<file path="config.mk">
export PLATFORM = sky130hd
export DESIGN_NAME = sha256d_sequencer
export DESIGN_NICKNAME = d
export VERILOG_FILES = /design/src/rtl/sha256d_sequencer_pkg.sv /design/src/rtl/sha256d_sequencer.sv
export SDC_FILE = /design/constraint.sdc
export NUM_CORES = 2
export LEC_CHECK = 0
export CAP_MARGIN = 5
export CORE_AREA = 2 2 752 754
export DETAILED_ROUTE_END_ITERATION = 16
export DIE_AREA = 0 0 754 756
export GPL_TIMING_DRIVEN = 0
export PLACE_DENSITY_LB_ADDON = 0.1
export SLEW_MARGIN = 20
export SYNTH_ARGS = -nofsm -noshare
export SYNTH_HDL_FRONTEND = slang
export SYNTH_SLANG_ARGS = --single-unit
</file>
<file path="constraint.sdc">
create_clock -name clk -period 58.7 [get_ports clk]
set_clock_uncertainty 0.15 [all_clocks]
set_input_delay 11.74 -clock clk [delete_from_list [all_inputs] [get_ports clk]]
set_output_delay 11.74 -clock clk [all_outputs]
set_load 0.005 [all_outputs]
</file>
<file path="src/rtl/sha256d_sequencer_pkg.sv">
// Shared constants, FSM state type and padding helpers for sha256d_sequencer.
// Holds the SHA-256 IV, the message bit lengths, and pure functions that build padded 512-bit blocks.
package sha256d_sequencer_pkg;

  localparam logic [255:0] SHA256_IV = {
    32'h6a09e667, 32'hbb67ae85, 32'h3c6ef372, 32'ha54ff53a,
    32'h510e527f, 32'h9b05688c, 32'h1f83d9ab, 32'h5be0cd19
  };

  localparam logic [63:0] HDR_LEN_BITS    = 64'd640;
  localparam logic [63:0] DIGEST_LEN_BITS = 64'd256;

  typedef enum logic [2:0] {
    IDLE,
    C1_START,
    C1_WAIT,
    C2_START,
    C2_WAIT,
    C3_START,
    C3_WAIT,
    DONE
  } seq_state_t;

  // Second block of the 80-byte header: last 16 bytes, 0x80 marker, zeros, bit length.
  function automatic logic [511:0] pad_hdr_tail(input logic [127:0] tail);
    return {tail, 8'h80, 312'b0, HDR_LEN_BITS};
  endfunction

  // Single block for hashing a 32-byte digest.
  function automatic logic [511:0] pad_digest(input logic [255:0] h);
    return {h, 8'h80, 184'b0, DIGEST_LEN_BITS};
  endfunction

endpackage

</file>
<file path="src/rtl/sha256d_sequencer.sv">
// sha256d_sequencer: runs an external sha256_compress three times to produce SHA256(SHA256(header)).
// Latency: digest_valid 202 cycles after the header handshake with a 66-cycle compressor; one header in flight.
// Backpressure: hdr_ready only in IDLE; digest held in DONE until digest_ready. SHA256D_BYTESWAP_EN: byte-reversed digest.
module sha256d_sequencer
  import sha256d_sequencer_pkg::*;
(
  input  logic         clk,
  input  logic         reset,
  input  logic         hdr_valid,
  output logic         hdr_ready,
  input  logic [639:0] header,
  output logic         cmp_start,
  output logic [511:0] cmp_chunk,
  output logic [255:0] cmp_state_in,
  input  logic [255:0] cmp_state_out,
  input  logic         cmp_finish,
  output logic         digest_valid,
  input  logic         digest_ready,
  output logic [255:0] digest
);

  seq_state_t   state;
  logic [127:0] hdr_tail_q;
  logic [255:0] result_fmt;

`ifdef SHA256D_BYTESWAP_EN
  // Bitcoin display order: raw byte 31 ends up in the top byte.
  for (genvar i = 0; i < 32; i++) begin : g_bswap
    assign result_fmt[8*i +: 8] = cmp_state_out[255-8*i -: 8];
  end
`else
  assign result_fmt = cmp_state_out;
`endif

  assign hdr_ready = (state == IDLE);

  // The first 64 header bytes live in cmp_chunk during C1; only the tail needs its own register.
  always_ff @(posedge clk or posedge reset) begin
    if (reset) begin
      state        <= IDLE;
      hdr_tail_q   <= '0;
      cmp_start    <= 1'b0;
      cmp_chunk    <= '0;
      cmp_state_in <= '0;
      digest_valid <= 1'b0;
      digest       <= '0;
    end else begin
      cmp_start <= 1'b0;
      case (state)
        IDLE: begin
          if (hdr_valid) begin
            hdr_tail_q   <= header[127:0];
            cmp_chunk    <= header[639:128];
            cmp_state_in <= SHA256_IV;
            cmp_start    <= 1'b1;
            state        <= C1_START;
          end
        end
        C1_START: state <= C1_WAIT;
        C1_WAIT: begin
          if (cmp_finish) begin
            cmp_chunk    <= pad_hdr_tail(hdr_tail_q);
            cmp_state_in <= cmp_state_out;
            cmp_start    <= 1'b1;
            state        <= C2_START;
          end
        end
        C2_START: state <= C2_WAIT;
        C2_WAIT: begin
          if (cmp_finish) begin
            cmp_chunk    <= pad_digest(cmp_state_out);
            cmp_state_in <= SHA256_IV;
            cmp_start    <= 1'b1;
            state        <= C3_START;
          end
        end
        C3_START: state <= C3_WAIT;
        C3_WAIT: begin
          if (cmp_finish) begin
            digest       <= result_fmt;
            digest_valid <= 1'b1;
            state        <= DONE;
          end
        end
        DONE: begin
          if (digest_ready) begin
            digest_valid <= 1'b0;
            state        <= IDLE;
          end
        end
        default: state <= IDLE;
      endcase
    end
  end

endmodule

</file>
# Word level (Yosys, flattened, before mapping)
# Cells that the tools add are included.
# Widths: inputs -> output; s select.
[totals]
regBits = 1157
latchBits = 0
mem_bits_rw = 0
mem_bits_ro = 0
inputBits = 901
word_cells = 48
memories = 0
[op_classes]
addsub = 0
multipliers = 0
div_mod_pow = 0
n_lt_le_gt_ge = 0
eq_ne = 12
shifts = 0
n_mux = 20
n_bitwise = 0
reduce_logical = 9
[ops]
columns = ["cell", "count"]
rows = [
  ["$mux 512", 3],
  ["$pmux 512 s3", 1],
  ["$mux 256", 3],
  ["$pmux 256 s3", 1],
  ["$pmux 3 s8", 1],
  ["$mux 3", 5],
  ["$eq 3x3->1 const B", 4],
  ["$ne 2x2->1 const B", 5],
  ["$eq 3x2->1 const B", 2],
  ["$reduce_and 5->1", 1],
  ["$mux 1", 4],
  ["$pmux 1 s2", 2],
  ["$reduce_and 2->1", 2],
  ["$reduce_and 4->1", 1],
  ["$eq 3x1->1 const B", 1],
  ["$logic_not 3->1", 1],
  ["$reduce_and 3->1", 1],
  ["$reduce_bool 3->1", 1],
  ["$reduce_bool 2->1", 1],
  ["$reduce_or 2->1", 1],
]

# Depth between registers and ports, before layout
[logic_depth]
word_depth = 3
mapped_depth = 9

# Least setup slack after synthesis
# OpenSTA, ideal clock, no wires.
[synth_timing]
kind = "input to register"
start = "input hdr_valid"
end = "register cmp_chunk[256]"
t_arrival_ns = 13.157
path_slack_ns = 45.268
path_stages = 8
path_buffers = 3
path_cell_list = "nand2b_1 and3b_1 or3_1 buf_2 clkinv_4 buf_6 buf_6 mux2_2"
[synth_between]
elab_chain_cells = 2
[synth_rtl]
columns = ["element", "line", "text"]
rows = [
  ["from (decl)", "sha256d_sequencer.sv:9", "input logic hdr_valid,"],
  ["$ne 2x2->1 (no source line)", "-", ""],
  ["$reduce_and 4->1 (no source line)", "-", ""],
  ["to (signal assigned)", "sha256d_sequencer.sv:53", "cmp_chunk <= header[639:128];"],
  ["to (signal assigned)", "sha256d_sequencer.sv:62", "cmp_chunk <= pad_hdr_tail(hdr_tail_q);"],
  ["to (signal assigned)", "sha256d_sequencer.sv:71", "cmp_chunk <= pad_digest(cmp_state_out);"],
  ["to (decl)", "sha256d_sequencer.sv:13", "output logic [511:0] cmp_chunk,"],
]
# Every way passes these cells.
# A chain may end at the register's enable or synchronous reset.

# Worst setup path in the final report
[layout_timing]
start = "register state[2]"
end = "output hdr_ready"
[layout_between]
elab_chain_cells = 1
[layout_rtl]
columns = ["element", "line", "text"]
rows = [
  ["from (decl)", "sha256d_sequencer.sv:22", "seq_state_t state;"],
  ["from (signal assigned)", "sha256d_sequencer.sv:40", "state <= IDLE;"],
  ["from (signal assigned)", "sha256d_sequencer.sv:56", "state <= C1_START;"],
  ["from (signal assigned)", "sha256d_sequencer.sv:59", "C1_START: state <= C1_WAIT;"],
  ["$logic_not 3->1", "sha256d_sequencer.sv:35", "assign hdr_ready = (state == IDLE);"],
  ["to (decl)", "sha256d_sequencer.sv:10", "output logic hdr_ready,"],
]
# Every way passes these cells.

==> flow_summary.json <==
{
  "dr_total_vias": 45267,
  "final_layout_size_suffix_gt1_share_pct": 14.7,
  "grt_max_degree": 84,
  "p_leak_nw": 33.5,
  "maxCapViolations": 0,
  "cts_resized": 0,
  "setup_viol": 0,
  "whs_ns": 0.334,
  "clockBufferDepth": 4,
  "first_global_vias": 46827,
  "ys_seq_elements": 1157,
  "yosysWarnings": 0,
  "gp_congestion": 0.844,
  "finalHoldViolCount": 0,
  "firstDrtPassIters": 6,
  "synth.distinct_cells": 40,
  "cts-root-buf": "clkbuf_16",
  "drt_iter0_drc": 2432,
  "clk_pin_slew_ns": 0.06,
  "ys_seq_area_share_pct": 57.9,
  "core-area_um2": 563000,
  "path_class": "reg2out",
  "max_freq_mhz": 61.2,
  "drc_errors": 0,
  "finalCriticalPeriod_ns": 16.34,
  "peakVddDrop_mv": 0.0226,
  "clock-sinks": 1157,
  "ant_nets": 0,
  "port_buffers": 1927,
  "critPathLaunchType": "flip-flop",
  "final_nets": 7131,
  "antenna_found_initial": 364,
  "cts_made_buffers": 182,
  "grt_overflow_total": 0,
  "dp_hpwl_mm": 391,
  "dieArea_um2": 570000,
  "tightest_slew_ns": 1.13,
  "ios": 1928,
  "ctsHoldBuffers": 0,
  "htreeDepth": 4,
  "drt-wirelength-per-cell_um": 33.1,
  "rsz0062_at_grt": "no",
  "synth_nets": 4987,
  "cp.required_ns": 46.81,
  "rows": 276,
  "path_max_fanout": 11,
  "post-route-period-util_pct": 27.8,
  "n_fill_cell": 62667,
  "start_util_pct": 8.89,
  "die_height_um": 756,
  "syn-cell-area_um2": 50000,
  "cts_tree": "built",
  "clock_latency_ns": 0.89,
  "syn2layout_area_growth_pct": 72.2,
  "totalNegativeSetupSlack_ns": 0,
  "finalMaxSlewViolations": 0,
  "hold_path.class": "reg2reg",
  "viasPerCell": 3.24,
  "status": "finished clean",
  "track_usage_pct": 15.7,
  "routed_wl_mm": 463,
  "finalPower_w": 0.00505,
  "max_slew_margin_pct": 24.3,
  "die_x_um": 754,
  "critical_path_arrival_ns": 4.45,
  "synth_cells": 4086,
  "cp-end-kind": "output port",
  "post_cts_buffers": 0,
  "grt_pass1_wl_mm": 576,
  "synth_area_per_cell_um2": 12.2,
  "power_density_nw_per_um2": 58.6
}
==> area by class of cell <==
| type | count | area (µm²) | area share [%] |
|---|---|---|---|
| Clock buffer | 270 | 5420 | 6.29 |
| Tap cell | 7506 | 9390 | 10.9 |
| Clock inverter | 58 | 828 | 0.962 |
| Multi-Input combinational cell | 2343 | 18300 | 21.3 |
| Sequential cell | 1157 | 29000 | 33.6 |
| Buffer | 329 | 1810 | 2.11 |
| Antenna cell | 110 | 275 | 0.320 |
| Timing Repair Buffer | 1960 | 20100 | 23.4 |
| Inverter | 257 | 977 | 1.14 |
==> worst max-delay path: stages, from the launching register on <==
cell	delay (ns)
dfrtp_1	0.37
buf_2	0.32
buf_2	0.61
buf_2	0.67
buf_1	0.74
nor3_1	0.10
clkdlybuf4s50_1	0.65
==> cells by family (layout without fill, tap and decap cells) <==
family,Yosys count,in the layout,share of synthesized area (%)
flip-flops,1157,1157,57.9
multiplexers,894,894,19.5
buffers and inverters,586,2874,5.46
AND/OR/NAND/NOR,794,794,7.32
XOR/XNOR,1,1,0.0175
other,0,110,0
AO/OA/AOI/OAI,654,654,9.80
==> path summary, 6_finish.rpt <==
path                            cells after the start                        from                    endpoint  slack (ns)
worst max register to register                      7        state[2]$_DFFE_PP0P_  cmp_chunk[404]$_DFFE_PP0P_       54.46
worst min-delay path                                1  cmp_chunk[323]$_DFFE_PP0P_  cmp_chunk[323]$_DFFE_PP0P_        0.33
worst max-delay path                                6        state[2]$_DFFE_PP0P_                   hdr_ready       42.36
min in group asynchronous                           2                       reset      digest[88]$_DFFE_PP0P_       11.14
worst min register to register                      1  cmp_chunk[323]$_DFFE_PP0P_  cmp_chunk[323]$_DFFE_PP0P_        0.33
max in group asynchronous                           6                       reset   cmp_chunk[61]$_DFFE_PP0P_       44.90
==> power breakdown <==
group          switching [W]  internal, W
clock network       0.000475     0.000704
logic                0.00137      0.00112
registers           0.000219      0.00116
==> synth_stat cells (all sizes together) <==
master | n | area [µm²]
a21boi | 1 | 7.51
or2 | 1 | 6.26
a22o | 120 | 1050
and4 | 1 | 8.76
dfrtp | 1157 | 29000
xor2 | 1 | 8.76
a21oi | 4 | 20.0
o21ai | 131 | 656
a221oi | 1 | 8.76
and2 | 1 | 6.26
a21o | 1 | 7.51
clkbuf | 176 | 661
buf | 153 | 1100
nand3b | 128 | 961
and3 | 1 | 6.26
and3b | 1 | 8.76
nor2b | 1 | 6.26
nor3 | 3 | 15.0
mux2i | 252 | 2520
o2bb2ai | 2 | 17.5
mux2 | 642 | 7230
o21a | 1 | 7.51
nand2 | 512 | 1920
nor2 | 12 | 45.0
o211a | 1 | 10.0
inv | 256 | 961
or3 | 1 | 6.26
nand4b | 1 | 8.76
clkinv | 1 | 8.76
o221ai | 128 | 1120
o22a | 136 | 1190
nand3 | 128 | 641
nand2b | 3 | 18.8
o22ai | 128 | 801
==> routing by layer <==
metal  vias to the layer above  GRT usage (%)  routed length (µm)
met1                     23029           18.3              183000
li1                      18984              -                   -
met4                       274           3.28               10900
met2                      2242           26.3              217000
met5                         -              0                1760
met3                       738           7.13               49700
==> placed cells by master, fill, tap and decap left out, types with 6 or more instances in the layout <==
cell type | synthesis | routed
nand3_1 | 128 | 128
buf_12 | 2 | 13
clkbuf_2 | 0 | 27
dfrtp_1 | 1157 | 1157
bufinv_16 | 0 | 15
buf_16 | 0 | 21
o21ai_0 | 131 | 130
buf_4 | 6 | 6
mux2_2 | 442 | 442
o22a_1 | 136 | 136
buf_1 | 23 | 21
nand2_1 | 512 | 512
clkbuf_16 | 0 | 184
mux2_1 | 200 | 200
clkbuf_8 | 0 | 49
clkinv_2 | 0 | 23
a22o_1 | 120 | 120
mux2i_1 | 252 | 252
o221ai_1 | 128 | 128
o22ai_1 | 128 | 128
nand3b_1 | 128 | 128
buf_6 | 51 | 51
nor2_1 | 12 | 11
clkbuf_1 | 176 | 182
buf_2 | 71 | 73
clkdlybuf4s50_1 | 0 | 1927
diode_2 | 0 | 110
inv_1 | 255 | 254
==> through the flow <==
stage	setup slack, ns	utilization, %	instance area [µm²]	instances
after global routing	42.06	15.3	85900	13915
final	42.36	15.3	86100	13990
after floorplan	14.22	-	50000	4086
after CTS	41.97	15.3	85800	13880
after global placement	-10.58	14.0	78700	13519
after detailed placement	42.61	14.1	79600	13552
==> flip-flops by register name (all words and copies together) (netlist names) <==
signal,flops
cmp_start,1
cmp_chunk,512
digest,256
digest_valid,1
hdr_tail_q,128
cmp_state_in,256
state,3
(Power assumes the default switching activity.)
